--- src/rtl/dm_pkg.sv ---
// rtl/dm_pkg.sv - shared DMI/DTM field widths, encodings, dtmcs layout and FSM states
package dm_pkg;

   localparam int DmiDataW = 32;
   localparam int DmiOpW   = 2;

   typedef enum logic [1:0] {
      DtmNop   = 2'd0,
      DtmRead  = 2'd1,
      DtmWrite = 2'd2,
      DtmBusy  = 2'd3
   } dtm_op_e;

   localparam int DtmcsDmiReset     = 16;
   localparam int DtmcsDmiHardReset = 17;

   typedef enum logic [2:0] {
      Idle,
      Read,
      WaitReadValid,
      Write,
      WaitWriteValid
   } dmi_state_e;

   // dtmcs capture word: idle hint, sticky status, address width, version 1 (0.13)
   function automatic logic [31:0] dtmcs_word(logic [2:0] idle, logic [1:0] stat, logic [5:0] abits);
      return {14'b0, 1'b0, 1'b0, 1'b0, idle, stat, abits, 4'd1};
   endfunction

endpackage

--- src/rtl/dmi_jtag_ctrl_if.sv ---
// rtl/dmi_jtag_ctrl_if.sv - DMI request/response bus between the DTM and the debug module
interface dmi_jtag_ctrl_if #(parameter int AbitsW = 7);
   import dm_pkg::*;

   logic                dmi_req_valid_o;
   logic                dmi_req_ready_i;
   logic [AbitsW-1:0]   dmi_req_addr_o;
   logic [DmiDataW-1:0] dmi_req_data_o;
   logic [DmiOpW-1:0]   dmi_req_op_o;
   logic                dmi_resp_valid_i;
   logic                dmi_resp_ready_o;
   logic [DmiDataW-1:0] dmi_resp_data_i;
   logic [DmiOpW-1:0]   dmi_resp_resp_i;

   modport master (
      output dmi_req_valid_o, dmi_req_addr_o, dmi_req_data_o, dmi_req_op_o, dmi_resp_ready_o,
      input  dmi_req_ready_i, dmi_resp_valid_i, dmi_resp_data_i, dmi_resp_resp_i
   );

   modport slave (
      input  dmi_req_valid_o, dmi_req_addr_o, dmi_req_data_o, dmi_req_op_o, dmi_resp_ready_o,
      output dmi_req_ready_i, dmi_resp_valid_i, dmi_resp_data_i, dmi_resp_resp_i
   );

endinterface

--- src/rtl/dmi_shift_reg.sv ---
// rtl/dmi_shift_reg.sv - generic JTAG data register: parallel capture, LSB-first shift
module dmi_shift_reg #(
   parameter int Width = 32
) (
   input  logic             clk,
   input  logic             rst,
   input  logic             load,
   input  logic             shift,
   input  logic [Width-1:0] load_data,
   input  logic             tdi,
   output logic [Width-1:0] q
);

   // capture has priority; shifting moves tdi into the MSB and bit 0 out toward tdo
   always_ff @(posedge clk or posedge rst) begin
      if (rst)        q <= '0;
      else if (load)  q <= load_data;
      else if (shift) q <= {tdi, q[Width-1:1]};
   end

endmodule

--- src/rtl/dmi_jtag_ctrl.sv ---
// rtl/dmi_jtag_ctrl.sv - JTAG DTM: dtmcs/dmi data registers and the DMI request FSM
module dmi_jtag_ctrl
   import dm_pkg::*;
#(
   parameter logic [2:0] IdleCycles = 3'd1,
   parameter int         AbitsW     = 7
) (
   input  logic           tck_i,
   input  logic           trst_i,
   input  logic           capture_i,
   input  logic           shift_i,
   input  logic           update_i,
   input  logic           tdi_i,
   input  logic           dmi_clear_i,
   input  logic           dtmcs_select_i,
   input  logic           dmi_select_i,
   output logic           dtmcs_tdo_o,
   output logic           dmi_tdo_o,
   dmi_jtag_ctrl_if.master dmi
);

   localparam int DmiW = AbitsW + 34;

   dmi_state_e          state_q, state_d;
   logic [AbitsW-1:0]   addr_q, addr_d;
   logic [DmiDataW-1:0] data_q, data_d;
   logic [1:0]          error_q, error_d;

   logic [31:0]         dtmcs_q;
   logic [DmiW-1:0]     dmi_q;
   logic [1:0]          dmi_capture_op;
   logic                dtmcs_capture, dtmcs_shift, dtmcs_update;
   logic                dmi_capture, dmi_shift, dmi_update;
   logic                unused_dtmcs;

   assign dtmcs_capture = capture_i & dtmcs_select_i;
   assign dtmcs_shift   = shift_i   & dtmcs_select_i;
   assign dtmcs_update  = update_i  & dtmcs_select_i;
   assign dmi_capture   = capture_i & dmi_select_i;
   assign dmi_shift     = shift_i   & dmi_select_i;
   assign dmi_update    = update_i  & dmi_select_i;

   // a capture during an in-flight access (or with busy still sticky) reports busy
   assign dmi_capture_op = (state_q != Idle || error_q == DtmBusy) ? DtmBusy : error_q;

   dmi_shift_reg #(.Width(32)) u_dtmcs_reg (
      .clk       (tck_i),
      .rst       (trst_i),
      .load      (dtmcs_capture),
      .shift     (dtmcs_shift),
      .load_data (dtmcs_word(IdleCycles, error_q, 6'(AbitsW))),
      .tdi       (tdi_i),
      .q         (dtmcs_q)
   );

   dmi_shift_reg #(.Width(DmiW)) u_dmi_reg (
      .clk       (tck_i),
      .rst       (trst_i),
      .load      (dmi_capture),
      .shift     (dmi_shift),
      .load_data ({addr_q, data_q, dmi_capture_op}),
      .tdi       (tdi_i),
      .q         (dmi_q)
   );

   assign dtmcs_tdo_o  = dtmcs_q[0];
   assign dmi_tdo_o    = dmi_q[0];
   assign unused_dtmcs = ^{dtmcs_q[31:DtmcsDmiHardReset+1], dtmcs_q[DtmcsDmiReset-1:1]};

   assign dmi.dmi_req_valid_o  = (state_q == Read) || (state_q == Write);
   assign dmi.dmi_req_addr_o   = addr_q;
   assign dmi.dmi_req_data_o   = data_q;
   assign dmi.dmi_req_op_o     = (state_q == Read)  ? DtmRead  :
                                 (state_q == Write) ? DtmWrite : DtmNop;
   assign dmi.dmi_resp_ready_o = 1'b1;

   // next-state: launch on update, hand off on ready, retire on response; clears override all
   always_comb begin
      state_d = state_q;
      addr_d  = addr_q;
      data_d  = data_q;
      error_d = error_q;

      case (state_q)
         Idle: begin
            if (dmi_update && error_q == DtmNop) begin
               if (dmi_q[1:0] == DtmRead) begin
                  addr_d  = dmi_q[DmiW-1:34];
                  state_d = Read;
               end else if (dmi_q[1:0] == DtmWrite) begin
                  addr_d  = dmi_q[DmiW-1:34];
                  data_d  = dmi_q[33:2];
                  state_d = Write;
               end
            end
         end
         Read:  if (dmi.dmi_req_ready_i) state_d = WaitReadValid;
         Write: if (dmi.dmi_req_ready_i) state_d = WaitWriteValid;
         WaitReadValid: begin
            if (dmi.dmi_resp_valid_i) begin
               data_d = dmi.dmi_resp_data_i;
               if (dmi.dmi_resp_resp_i != DtmNop) error_d = dmi.dmi_resp_resp_i;
               state_d = Idle;
            end
         end
         WaitWriteValid: begin
            if (dmi.dmi_resp_valid_i) begin
               if (dmi.dmi_resp_resp_i != DtmNop) error_d = dmi.dmi_resp_resp_i;
               state_d = Idle;
            end
         end
         default: state_d = Idle;
      endcase

      // registered state decides busy, so a response in the same cycle does not hide it
      if ((dmi_capture || dmi_update) && state_q != Idle) error_d = DtmBusy;

      if (dtmcs_update && dtmcs_q[DtmcsDmiReset]) error_d = DtmNop;

      if ((dtmcs_update && dtmcs_q[DtmcsDmiHardReset]) || dmi_clear_i) begin
         state_d = Idle;
         error_d = DtmNop;
         addr_d  = addr_q;
         data_d  = data_q;
      end
   end

   // state and latched request/response fields
   always_ff @(posedge tck_i or posedge trst_i) begin
      if (trst_i) begin
         state_q <= Idle;
         addr_q  <= '0;
         data_q  <= '0;
         error_q <= DtmNop;
      end else begin
         state_q <= state_d;
         addr_q  <= addr_d;
         data_q  <= data_d;
         error_q <= error_d;
      end
   end

endmodule

--- src/flat_wrapper.sv ---
// flat-port wrapper written by rule: the top's interface ports become plain ports
module dmi_jtag_ctrl_flat import dm_pkg::*;
#(
   parameter logic [2:0] IdleCycles = 3'd1,
   parameter int         AbitsW     = 7
)
  (tck_i, trst_i, capture_i, shift_i, update_i, tdi_i, dmi_clear_i, dtmcs_select_i, dmi_select_i, dtmcs_tdo_o, dmi_tdo_o, dmi_dmi_req_valid_o, dmi_dmi_req_addr_o, dmi_dmi_req_data_o, dmi_dmi_req_op_o, dmi_dmi_resp_ready_o, dmi_dmi_req_ready_i, dmi_dmi_resp_valid_i, dmi_dmi_resp_data_i, dmi_dmi_resp_resp_i);
  dmi_jtag_ctrl_if #(.AbitsW(AbitsW)) dmi_i ();
  input  logic tck_i;
  input  logic trst_i;
  input  logic capture_i;
  input  logic shift_i;
  input  logic update_i;
  input  logic tdi_i;
  input  logic dmi_clear_i;
  input  logic dtmcs_select_i;
  input  logic dmi_select_i;
  output logic dtmcs_tdo_o;
  output logic dmi_tdo_o;
  output wire logic [$bits(dmi_i.dmi_req_valid_o)-1:0] dmi_dmi_req_valid_o;
  output wire logic [$bits(dmi_i.dmi_req_addr_o)-1:0] dmi_dmi_req_addr_o;
  output wire logic [$bits(dmi_i.dmi_req_data_o)-1:0] dmi_dmi_req_data_o;
  output wire logic [$bits(dmi_i.dmi_req_op_o)-1:0] dmi_dmi_req_op_o;
  output wire logic [$bits(dmi_i.dmi_resp_ready_o)-1:0] dmi_dmi_resp_ready_o;
  input wire logic [$bits(dmi_i.dmi_req_ready_i)-1:0] dmi_dmi_req_ready_i;
  input wire logic [$bits(dmi_i.dmi_resp_valid_i)-1:0] dmi_dmi_resp_valid_i;
  input wire logic [$bits(dmi_i.dmi_resp_data_i)-1:0] dmi_dmi_resp_data_i;
  input wire logic [$bits(dmi_i.dmi_resp_resp_i)-1:0] dmi_dmi_resp_resp_i;
  assign dmi_dmi_req_valid_o = dmi_i.dmi_req_valid_o;
  assign dmi_dmi_req_addr_o = dmi_i.dmi_req_addr_o;
  assign dmi_dmi_req_data_o = dmi_i.dmi_req_data_o;
  assign dmi_dmi_req_op_o = dmi_i.dmi_req_op_o;
  assign dmi_dmi_resp_ready_o = dmi_i.dmi_resp_ready_o;
  assign dmi_i.dmi_req_ready_i = dmi_dmi_req_ready_i;
  assign dmi_i.dmi_resp_valid_i = dmi_dmi_resp_valid_i;
  assign dmi_i.dmi_resp_data_i = dmi_dmi_resp_data_i;
  assign dmi_i.dmi_resp_resp_i = dmi_dmi_resp_resp_i;
  dmi_jtag_ctrl #(.IdleCycles(IdleCycles), .AbitsW(AbitsW)) u_core (.tck_i(tck_i), .trst_i(trst_i), .capture_i(capture_i), .shift_i(shift_i), .update_i(update_i), .tdi_i(tdi_i), .dmi_clear_i(dmi_clear_i), .dtmcs_select_i(dtmcs_select_i), .dmi_select_i(dmi_select_i), .dtmcs_tdo_o(dtmcs_tdo_o), .dmi_tdo_o(dmi_tdo_o), .dmi(dmi_i));
endmodule
--- config.mk ---
export PLATFORM = sky130hd
export DESIGN_NAME = dmi_jtag_ctrl_flat
export DESIGN_NICKNAME = d
export VERILOG_FILES = /design/src/rtl/dm_pkg.sv /design/src/rtl/dmi_jtag_ctrl_if.sv /design/src/rtl/dmi_shift_reg.sv /design/src/rtl/dmi_jtag_ctrl.sv /design/src/flat_wrapper.sv
export SDC_FILE = /design/constraint.sdc
export NUM_CORES = 1
export LEC_CHECK = 0
export ABC_AREA = 1
export BUFFER_PORTS_ARGS = -buffer_cell sky130_fd_sc_hd__buf_2
export CORE_MARGIN = 2
export CORE_UTILIZATION = 57
export CTS_BUF_LIST = sky130_fd_sc_hd__clkbuf_16
export CTS_CLUSTER_SIZE = 16
export DETAILED_ROUTE_END_ITERATION = 7
export GPL_TIMING_DRIVEN = 0
export PLACE_DENSITY_LB_ADDON = 0.12
export SYNTH_ARGS = -nofsm -noshare
export SYNTH_HDL_FRONTEND = slang
export SYNTH_SLANG_ARGS = --single-unit
--- constraint.sdc ---
create_clock -name tck_i -period 5.75 [get_ports tck_i]
set_clock_uncertainty 0.1 [all_clocks]
set_input_delay 1.725 -clock tck_i [delete_from_list [all_inputs] [get_ports tck_i]]
set_output_delay 1.725 -clock tck_i [all_outputs]
set_load 0.01 [all_outputs]
# After elaboration in Yosys (flattened, before gate mapping)
# Cells that the tools add are included.
word_totals:
  latch_bits: 0
  mem_bits_rw: 0
  mem_count: 0
  inputBits: 45
  mem_bits_ro: 0
  wordCells: 81
  regBits: 117
  output_inout_bits: 45
op_classes:
  eq_ne: 16
  mul: 0
  add_sub_neg: 0
  div: 0
  n_reduce_logical: 24
  n_bitwise: 7
  n_lt_le_gt_ge: 0
  shift: 0
  mux: 28
ops:
  columns: ["cell", "n"]
  rows:
  - ["$mux 32", 6]
  - ["$mux 41", 2]
  - ["$pmux 32 s2", 1]
  - ["$mux 3", 7]
  - ["$mux 2", 9]
  - ["$mux 7", 2]
  - ["$pmux 3 s4", 1]
  - ["$reduce_bool 4->1", 3]
  - ["$reduce_bool 2->1", 5]
  - ["$and 1x1->1", 6]
  - ["$eq 3x2->1 const B", 2]
  - ["$ne 3x1->1 const B", 2]
  - ["$ne 3x3->1 const B", 2]
  - ["$reduce_and 6->1", 1]
  - ["$reduce_and 5->1", 1]
  - ["$eq 2x2->1 const B", 2]
  - ["$logic_and 1x1->1", 4]
  - ["$logic_or 1x1->1", 4]
  - ["$ne 2x1->1 const B", 2]
  - ["$ne 2x2->1 const B", 2]
  - ["$ne 4x1->1 const B", 1]
  - ["$reduce_and 4->1", 1]
  - ["$eq 3x1->1 const B", 1]
  - ["$eq 3x3->1 const B", 1]
  - ["other kinds (7)", 7]

# Longest topological paths before layout
# Gate-level depths: netlist of run 1.
logic_depth:
  word_depth: 7
  depth_mapped: 9
  depth_no_buf: 9

# Hierarchy
# From an unflattened synthesis of run 1, not the netlist that was laid out.
unflattened:
  hier_cells: 765
  hier_area_um2: 5923.2
modules_own_cells:
  columns: ["mod", "seq_area_each_um2", "area_per_inst_um2", "cells_each", "n_inst"]
  rows:
  - ["dmi_jtag_ctrl", 1101.1, 2509.9, 362, 1]
  - ["dmi_shift_reg (u_core.u_dmi_reg)", 1026.0, 1898.1, 226, 1]
  - ["dmi_shift_reg (u_core.u_dtmcs_reg)", 800.8, 1515.2, 177, 1]

# Worst setup path before layout of run 1
# Ideal clock, no wire load.
synth_path:
  kind: "register to output"
  from: "reg u_core.state_q[0]"
  to: "out dmi_dmi_req_op_o[1]"
  arrival_ns: 0.961
  path_buffers: 0
  setup_slack_ns: 2.964
  required_ns: 3.925
  stages_incl_launch_ff: 5
  cell_sequence: "dfrtp_1 inv_1 nor2_1 nand2_1 inv_1"
synth_via:
  elab_chain_cells: 3
  elab_cells_between_ends: 4
  classes_between: "2 x eq/ne; 2 x mux"
synth_lines:
  columns: ["element", "line", "rtl"]
  rows:
  - ["from (decl)", "dmi_jtag_ctrl.sv:24", "dmi_state_e state_q, state_d;"]
  - ["from (signal assigned)", "dmi_jtag_ctrl.sv:131", "state_q <= Idle;"]
  - ["from (signal assigned)", "dmi_jtag_ctrl.sv:136", "state_q <= state_d;"]
  - ["$eq 3x2->1", "dmi_jtag_ctrl.sv:74", "(state_q == Write) ? DtmWrite : DtmNop;"]
  - ["$mux 2", "dmi_jtag_ctrl.sv:74", null]
  - ["$mux 2 (*)", "dmi_jtag_ctrl.sv:73", "assign dmi.dmi_req_op_o = (state_q == Read) ? DtmRead :"]
  - ["to (decl)", "flat_wrapper.sv:23", "output wire logic [$bits(dmi_i.dmi_req_op_o)-1:0] dmi_dmi_req_op_o;"]
# Mark *: on every way between the ends. The rest lies on a longest branch, timed or not.

# Final worst setup path of run 1
# Same ends and word-level chain as after synthesis.

==> results of run 1 <==
-- path summary, 6_finish.rpt --
kind                                               start                            end  slack [ns]  depth (start not counted)
max                                    u_core.state_q[0]            dmi_dmi_req_op_o[1]        2.43                          5
min                        u_core.dmi.dmi_req_data_o[15]  u_core.dmi.dmi_req_data_o[15]        0.39                          2
max reg2reg                        u_core.u_dmi_reg.q[0]   u_core.dmi.dmi_req_addr_o[1]        4.02                          9
min reg2reg                u_core.dmi.dmi_req_data_o[15]  u_core.dmi.dmi_req_data_o[15]        0.39                          2
max in group asynchronous                         trst_i         u_core.u_dmi_reg.q[29]        3.60                          3
min in group asynchronous                         trst_i              u_core.state_q[2]        1.24                          2
-- cell usage after synthesis (all sizes together) --
cell / instances
o21ai: 137
buf: 25
nand4: 3
ha: 2
dfrtp: 117
a21oi: 57
clkbuf: 18
conb: 1
o211ai: 1
inv: 65
a31oi: 3
nor2: 71
o22ai: 3
nor3: 3
o21bai: 1
nand3: 47
nand2: 135
-- metal layers --
layer	global-route usage	part of all wire	vias to the layer above
li1	-	-	2470
met1	0.3984	0.46	2522
met2	0.4268	0.48	189
met3	0.07322	0.062	11
met4	0.08410	0.0070	0
met5	0	0	-
-- per-stage QoR --
stage / TNS (ns) / cells / utilization
CTS: 0 / 943 / 0.7119
global route: 0 / 943 / 0.7119
floorplan: 0 / 689 / -
finish: 0 / 943 / 0.7119
global placement: -54.49 / 910 / 0.6416
detailed placement: 0 / 911 / 0.6450
-- tightest hold or removal path, delay by kind of cell (launching register included) --
| family | cells | cell delay (ns) |
|---|---|---|
| DFF | 1 | 0.36 |
| and+or+nand+nor | 2 | 0.11 |
-- cell families after synthesis --
| family | after synthesis | synth area share |
|---|---|---|
| AOI/OAI and AO/OA | 202 | 0.1865 |
| DFF | 117 | 0.5276 |
| buffers and inverters | 108 | 0.08658 |
| and+or+nand+nor | 259 | 0.1941 |
| other | 1 | 0.0006758 |
| adders and majority gates | 2 | 0.004509 |
-- flip-flops by register name (all words and copies together) (netlist names) --
| signal | count |
|---|---|
| u_core.u_dtmcs_reg.q | 32 |
| u_core.dmi.dmi_req_addr_o | 7 |
| u_core.dmi.dmi_req_data_o | 32 |
| u_core.u_dmi_reg.q | 41 |
| u_core.state_q | 3 |
| u_core.error_q | 2 |
-- where the power goes --
part           leakage, nW  internal, mW  switching [mW]  total (mW)
combinational         1.77         0.414           0.721        1.14
sequential            1.42          1.06           0.152        1.21
clock                0.317         0.799           0.360        1.16
-- cell type report --
cell class / count / share of cell area
tap: 133 / 0.02436
clock inverter: 15 / 0.03169
sequential: 117 / 0.4287
timing repair buffer: 89 / 0.06851
clock buffer: 17 / 0.06228
multi-input combinational: 464 / 0.3134
buffer: 43 / 0.03462
inverter: 65 / 0.03645
==> flow_summary.json, run 1 <==
{
  "netlist.top_cell.by_area": "dfrtp_1",
  "postSynthAreaPerCell_um2": 8.054,
  "drt-wirelength-per-cell_um": 14.90,
  "postCtsSetupBuffers": 0,
  "die_h_um": 102.7,
  "yosysWarnings": 0,
  "final_cell_area_mm2": 0.006830,
  "hold_path_class": "reg2reg",
  "cp_slowest_cell": "dfrtp_1",
  "holdBufCountCts": 0,
  "ctsResizeCount": 0,
  "portBuffers": 88,
  "final_cell_mix": "nand2_1 (130), o21ai_0 (121), dfrtp_1 (117)",
  "wl_um": 14050,
  "overflow": 0,
  "slew_violations": 0,
  "ys_seq_area_frac": 0.5276,
  "post-place-ws_ns": 2.538,
  "arrival_ns": 1.49,
  "multi_input_area_mm2": 0.002141,
  "viasPerCell": 5.506,
  "finalCritPeriodShare": 0.5768,
  "vias": 5192,
  "end_kind": "output pin",
  "grt_start_max_net_pins": 73,
  "place_area_mm2": 0.006188,
  "grt_pass1_wl_um": 22900,
  "n_fill_cell": 778,
  "cts_num_sinks": 117,
  "drtAntennaViolNets": 0,
  "irDropWorstVdd_mv": 0.2245,
  "hpwl_um": 9311,
  "worstPathCellList": "inv_1 > nor2_1 > nand2_1 > inv_1 > buf_2",
  "drive_gt1_frac": 0.1852,
  "root_buffer": "clkbuf_16",
  "outcome": "completed",
  "p_leak_nw": 3.510,
  "htree_levels": 4,
  "antennaDiodeCount": 0,
  "worst_path_most_repeated_cell": "inv_1",
  "final_net_count": 844,
  "cp_slowest_stage_delay_ns": 0.47,
  "register_area_mm2": 0.002928,
  "drtIter0Drc": 330,
  "startpoint_type": "flip-flop",
  "synth_seq_cells": 117,
  "initial_core_util": 0.5784,
  "grt_pass1_vias": 4791,
  "syn_inst": 689,
  "synthTopCellsByArea": "dfrtp_1 (53%), o21ai_0 (11%), nand2_1 (8.8%)",
  "yosysTopAreaCellShare": 0.5276,
  "antenna_found_initial": 0,
  "placementRows": 36,
  "clkLatencyLatePin_ns": 0.41,
  "grt_setup_unrepaired": "no",
  "ys_types": 25,
  "dieArea_mm2": 0.01054,
  "area_delta_synth_final_pct": 23.09,
  "route.detailed.drc": 0,
  "final-setup-viol-count": 0,
  "fmax_mhz": 301.5,
  "die_w_um": 102.7,
  "place_congestion": 0.8447,
  "maxCapViolCount": 0,
  "cts_buffers": 17,
  "path_clk_slew_ns": 0.05,
  "cts_tree": "done",
  "clock_path_buffers": 2,
  "grtUsageTotal": 0.2803,
  "io_pins": 90,
  "drt_pass1_iterations": 4,
  "layout_commonest_cell": "nand2_1",
  "critPathTopFamily": "flip-flops",
  "crit_type": "reg2out",
  "critPathRequiredTime_ns": 3.92,
  "worst-path-max-fanout": 5,
  "min_period_ns": 3.317,
  "post-route-worst-setup-slack_ns": 2.433,
  "critPathBufInv": 3,
  "syn_nets": 736,
  "timing.hold.ws_ns": 0.3933,
  "finalPower_mw": 3.507,
  "coreArea_mm2": 0.009594,
  "powerDensity_mw_per_mm2": 513.5,
  "finalHoldViolCount": 0,
  "synthesis.area_mm2": 0.005549
}
(Power assumes the default switching activity.)
==> inputs of run 2 (changes only) <==
==> constraint.sdc (replaced) <==
create_clock -name tck_i -period 3.2 [get_ports tck_i]
set_clock_uncertainty 0.1 [all_clocks]
set_input_delay 0.96 -clock tck_i [delete_from_list [all_inputs] [get_ports tck_i]]
set_output_delay 0.96 -clock tck_i [all_outputs]
set_load 0.01 [all_outputs]
==> flow_summary.json, run 2 (synthesis gave the netlist of run 1 again) <==
{
  "postCtsSetupBuffers": 0,
  "worst-path-max-fanout": 5,
  "finalHoldViolCount": 0,
  "cp_slowest_stage_delay_ns": 0.48,
  "cts_num_sinks": 117,
  "layout_commonest_cell": "nand2_1",
  "dieArea_mm2": 0.01054,
  "grt_start_max_net_pins": 44,
  "maxCapViolCount": 0,
  "end_kind": "output pin",
  "place_congestion": 0.8817,
  "final_net_count": 846,
  "place_area_mm2": 0.006220,
  "post-route-util": 0.7127,
  "arrival_ns": 1.48,
  "route.detailed.drc": 0,
  "path_clk_slew_ns": 0.05,
  "outcome": "completed",
  "grt_setup_unrepaired": "no",
  "post-route-worst-setup-slack_ns": 0.6575,
  "overflow": 0,
  "post-place-ws_ns": 0.7150,
  "crit_type": "reg2out",
  "antenna_found_initial": 0,
  "io_pins": 90,
  "startpoint_type": "flip-flop",
  "vias": 5180,
  "drtAntennaViolNets": 0,
  "drt_pass1_iterations": 5,
  "critPathBufInv": 3,
  "finalPower_mw": 6.203,
  "placementRows": 36,
  "wl_um": 13870,
  "hpwl_um": 9280,
  "largest_register": "u_core.u_dmi_reg.q",
  "finalCritPeriodShare": 0.7945,
  "reg2reg_depth": 9,
  "critPathRequiredTime_ns": 2.14,
  "cts_buffers": 17,
  "drtIter0Drc": 337,
  "grt_pass1_vias": 4813,
  "area_delta_synth_final_pct": 23.22,
  "grtUsageTotal": 0.2789,
  "cp_slowest_cell": "dfrtp_1",
  "clkLatencyLatePin_ns": 0.42,
  "drt-wirelength-per-cell_um": 14.67,
  "final-setup-viol-count": 0,
  "worstPathCellList": "inv_1 > nor2_1 > nand2_1 > inv_1 > buf_2",
  "powerDensity_mw_per_mm2": 907.1,
  "drive_gt1_frac": 0.1860,
  "final_cell_mix": "nand2_1 (130), o21ai_0 (121), dfrtp_1 (117)",
  "coreArea_mm2": 0.009594,
  "crit_cells": 5,
  "clock_path_buffers": 2,
  "fmax_mhz": 393.3,
  "min_period_ns": 2.542,
  "irDropWorstVdd_mv": 0.3900,
  "die_h_um": 102.7,
  "portBuffers": 88,
  "rr_startpoint": "u_core.u_dmi_reg.q[0]",
  "root_buffer": "clkbuf_16",
  "regToRegEndpoint": "u_core.dmi.dmi_req_addr_o[0]",
  "holdBufCountCts": 0,
  "initial_core_util": 0.5784,
  "largest_reg_flops": 41,
  "cts_tree": "done",
  "r2r_slack_ns": 1.52,
  "critPathTopFamily": "flip-flops",
  "hold_path_class": "in2async",
  "worst_path_most_repeated_cell": "inv_1",
  "p_leak_nw": 3.505,
  "htree_levels": 4,
  "viasPerCell": 5.481,
  "die_w_um": 102.7,
  "ctsResizeCount": 0,
  "slew_violations": 0,
  "final_cell_area_mm2": 0.006838,
  "grt_pass1_wl_um": 22720,
  "antennaDiodeCount": 0
}
-- run 2: cell count changes in the layout (fill, tap and decap cells not counted), sizes merged --
cell / before / now
inv: 66 / 65
bufinv: 6 / 5
clkinvlp: 0 / 2
buf: 114 / 116
-- run 2: worst max path at each step --
stage / startpoint / endpoint / slack, ns
after floorplan: trst_i / u_core.dmi.dmi_req_addr_o[0] / 0.71
after global placement: trst_i / u_core.dmi.dmi_req_data_o[13] / -0.02
after detailed placement: dmi_select_i / u_core.u_dmi_reg.q[13] / 0.72
after CTS: u_core.state_q[0] / dmi_dmi_req_op_o[1] / 0.65
after global routing: u_core.state_q[0] / dmi_dmi_req_op_o[1] / 0.54
final: u_core.state_q[0] / dmi_dmi_req_op_o[1] / 0.66
-- run 2: metal layers --
metal,wire (µm),part of all wire,GRT usage
met1,6294,0.45,0.3903
met2,6442,0.46,0.4233
met3,878,0.063,0.06644
met4,249,0.018,0.1097
met5,0,0,0
-- run 2: metrics by stage --
| step | setup TNS, ns | instances | hold WS [ns] |
|---|---|---|---|
| 2_1_floorplan | 0 | 689 | 0.3779 |
| 3_3_place_gp | -1.605 | 910 | 0.3734 |
| 3_5_place_dp | 0 | 913 | 0.3751 |
| 4_1_cts | 0 | 945 | 0.3670 |
| 5_1_grt | 0 | 945 | 0.3812 |
| 6_report | 0 | 945 | 0.3685 |
-- run 2: area by class of cell --
cell class	count	area, µm²
inverter	65	247.7
clock buffer	17	425.4
clock inverter	15	192.7
sequential	117	2928
fill	774	2756
tap	133	166.4
timing repair buffer	91	500.5
multi-input combinational	464	2141
buffer	43	236.5
-- run 2: worst reg2reg max path, stage by stage (launching register included) --
cell and delay, ns:
dfrtp_1 0.38, inv_1 0.07, ha_1 0.28, inv_1 0.05, nand4_1 0.11, inv_1 0.07
nand2_1 0.17, buf_6 0.21, nand2_1 0.06, o21ai_1 0.06
-- run 2: report_power, final --
group | switching [mW] | internal (mW)
registers | 0.279 | 1.91
logic | 1.26 | 0.748
clock network | 0.654 | 1.35
total | 2.19 | 4.01
==> inputs of run 3 (changes only) <==
--- a/config.mk
+++ b/config.mk
@@ -8,7 +8,7 @@
 export ABC_AREA = 1
 export BUFFER_PORTS_ARGS = -buffer_cell sky130_fd_sc_hd__buf_2
 export CORE_MARGIN = 2
-export CORE_UTILIZATION = 57
+export CORE_UTILIZATION = 51
 export CTS_BUF_LIST = sky130_fd_sc_hd__clkbuf_16
 export CTS_CLUSTER_SIZE = 16
 export DETAILED_ROUTE_END_ITERATION = 7
==> constraint.sdc (replaced) <==
create_clock -name tck_i -period 2.1 [get_ports tck_i]
set_clock_uncertainty 0.1 [all_clocks]
set_input_delay 0.63 -clock tck_i [delete_from_list [all_inputs] [get_ports tck_i]]
set_output_delay 0.63 -clock tck_i [all_outputs]
set_load 0.01 [all_outputs]
==> flow_summary.json, run 3 (synthesis gave the netlist of run 1 again) <==
{
  "drt_pass1_iterations": 5,
  "outcome": "completed",
  "die_h_um": 108.3,
  "dieArea_mm2": 0.01173,
  "antenna_found_initial": 0,
  "post-route-worst-setup-slack_ns": 0.09993,
  "critPathTopFamily": "flip-flops",
  "path_clk_slew_ns": 0.05,
  "cts_tree": "done",
  "slew_violations": 0,
  "antennaDiodeCount": 0,
  "finalHoldViolCount": 0,
  "io_pins": 90,
  "fmax_mhz": 500.0,
  "drtIter0Drc": 540,
  "critPathRequiredTime_ns": 1.37,
  "powerDensity_mw_per_mm2": 1337,
  "power.internal_mw": 5.760,
  "clock_path_buffers": 2,
  "pwr-share-seq": 0.366,
  "timing.hold.ws_ns": 0.1324,
  "final_cell_mix": "nand2_1 (130), o21ai_0 (121), dfrtp_1 (115)",
  "hpwl_um": 9650,
  "irDropWorstVdd_mv": 0.7417,
  "finalCritPeriodShare": 0.9524,
  "drt-wirelength-per-cell_um": 15.16,
  "grt_start_max_net_pins": 40,
  "worst_path_most_repeated_cell": "inv_1",
  "end_kind": "output pin",
  "wl_um": 14450,
  "root_buffer": "clkbuf_16",
  "min_period_ns": 2.000,
  "switchingPower_mw": 3.321,
  "die_w_um": 108.3,
  "n_fill_cell": 987,
  "grtUsageTotal": 0.2601,
  "grt_pass1_wl_um": 23600,
  "coreArea_mm2": 0.01075,
  "final_net_count": 849,
  "final_cell_area_mm2": 0.006790,
  "viasPerCell": 5.400,
  "route.detailed.drc": 0,
  "arrival_ns": 1.27,
  "drtAntennaViolNets": 0,
  "combPwrFrac": 0.346,
  "cts_num_sinks": 117,
  "clkLatencyLatePin_ns": 0.41,
  "portBuffers": 88,
  "clock_power_share": 0.288,
  "critPathBufInv": 3,
  "place_congestion": 0.8461,
  "grt_pass1_vias": 4875,
  "overflow": 0,
  "vias": 5146,
  "final-setup-viol-count": 0,
  "maxCapViolCount": 0,
  "finalPower_mw": 9.081,
  "post-place-ws_ns": -0.07474,
  "layout_commonest_cell": "nand2_1",
  "holdBufCountCts": 0,
  "setup-tns-final_ns": 0,
  "initial_core_util": 0.5164,
  "cp_slowest_cell": "dfrtp_2",
  "swShare": 0.3657,
  "largest_register": "u_core.u_dmi_reg.q",
  "largest_reg_flops": 41,
  "startpoint_type": "flip-flop",
  "placementRows": 38,
  "drive_gt1_frac": 0.1894,
  "cts_buffers": 17,
  "worst-path-max-fanout": 4,
  "cp_slowest_stage_delay_ns": 0.39,
  "htree_levels": 4,
  "grt_setup_unrepaired": "no",
  "area_delta_synth_final_pct": 22.37,
  "place_area_mm2": 0.006228,
  "hold_path_class": "in2async",
  "worstPathCellList": "inv_1 > nor2_4 > nand2_1 > inv_1 > buf_2",
  "p_leak_nw": 3.496,
  "crit_type": "reg2out"
}
[run 3: changes by cell type in the layout (fill, tap and decap cells not counted), sizes merged]
cell | before | now
clkinv | 8 | 6
buf | 116 | 119
inv | 65 | 69
bufinv | 5 | 2
clkinvlp | 2 | 1
[run 3: layout make-up]
cell class / count / area (µm²) / area share
Timing Repair Buffer: 94 / 523.0 / 0.07702
Tap cell: 140 / 175.2 / 0.02580
Inverter: 65 / 247.7 / 0.03648
Sequential cell: 117 / 2930 / 0.4315
Multi-Input combinational cell: 464 / 2148 / 0.3164
Clock buffer: 17 / 425.4 / 0.06265
Clock inverter: 13 / 103.9 / 0.01529
Buffer: 43 / 236.5 / 0.03483
[run 3: layer usage]
| layer | part of all wire | track usage |
|---|---|---|
| met5 | 0 | 0 |
| met4 | 0.014 | 0.08333 |
| met2 | 0.46 | 0.4093 |
| met3 | 0.060 | 0.06631 |
| met1 | 0.46 | 0.3544 |
[run 3: repair_timing]
action / 4_1_cts / 5_1_grt
gates resized for setup: 3 / 1
buffers inserted: 0 / 3
pin swaps: 0 / 0
setup endpoints to repair: 2 / 1
[run 3: stage by stage]
stage / cells / utilization
floorplan: 689 / -
global placement: 917 / 0.5741
detailed placement: 920 / 0.5796
CTS: 950 / 0.6297
global route: 953 / 0.6319
finish: 953 / 0.6319
[run 3: worst paths after layout]
| path | startpoint | end | slack [ns] | depth (start not counted) |
|---|---|---|---|---|
| worst min-delay path | trst_i | u_core.u_dmi_reg.q[36] | 0.13 | 2 |
| worst min register to register | u_core.dmi.dmi_req_data_o[14] | u_core.dmi.dmi_req_data_o[14] | 0.39 | 2 |
| min in group tck_i | u_core.dmi.dmi_req_data_o[14] | u_core.dmi.dmi_req_data_o[14] | 0.39 | 2 |
| worst max register to register | u_core.state_q[2] | u_core.dmi.dmi_req_addr_o[0] | 0.35 | 8 |
| worst max-delay path | u_core.state_q[0] | dmi_dmi_req_op_o[1] | 0.1 | 5 |
| max in group asynchronous | trst_i | u_core.state_q[2] | 0.99 | 4 |
[run 3: power by group through the flow]
stage	registers (mW)	logic, mW	clock network (mW)
5_1_grt	3.39	3.55	2.77
3_5_place_dp	3.34	3.07	0
6_report	3.32	3.14	2.62
2_1_floorplan	3.43	1.93	0
4_1_cts	3.32	3.11	2.65
3_3_place_gp	3.32	2.99	0
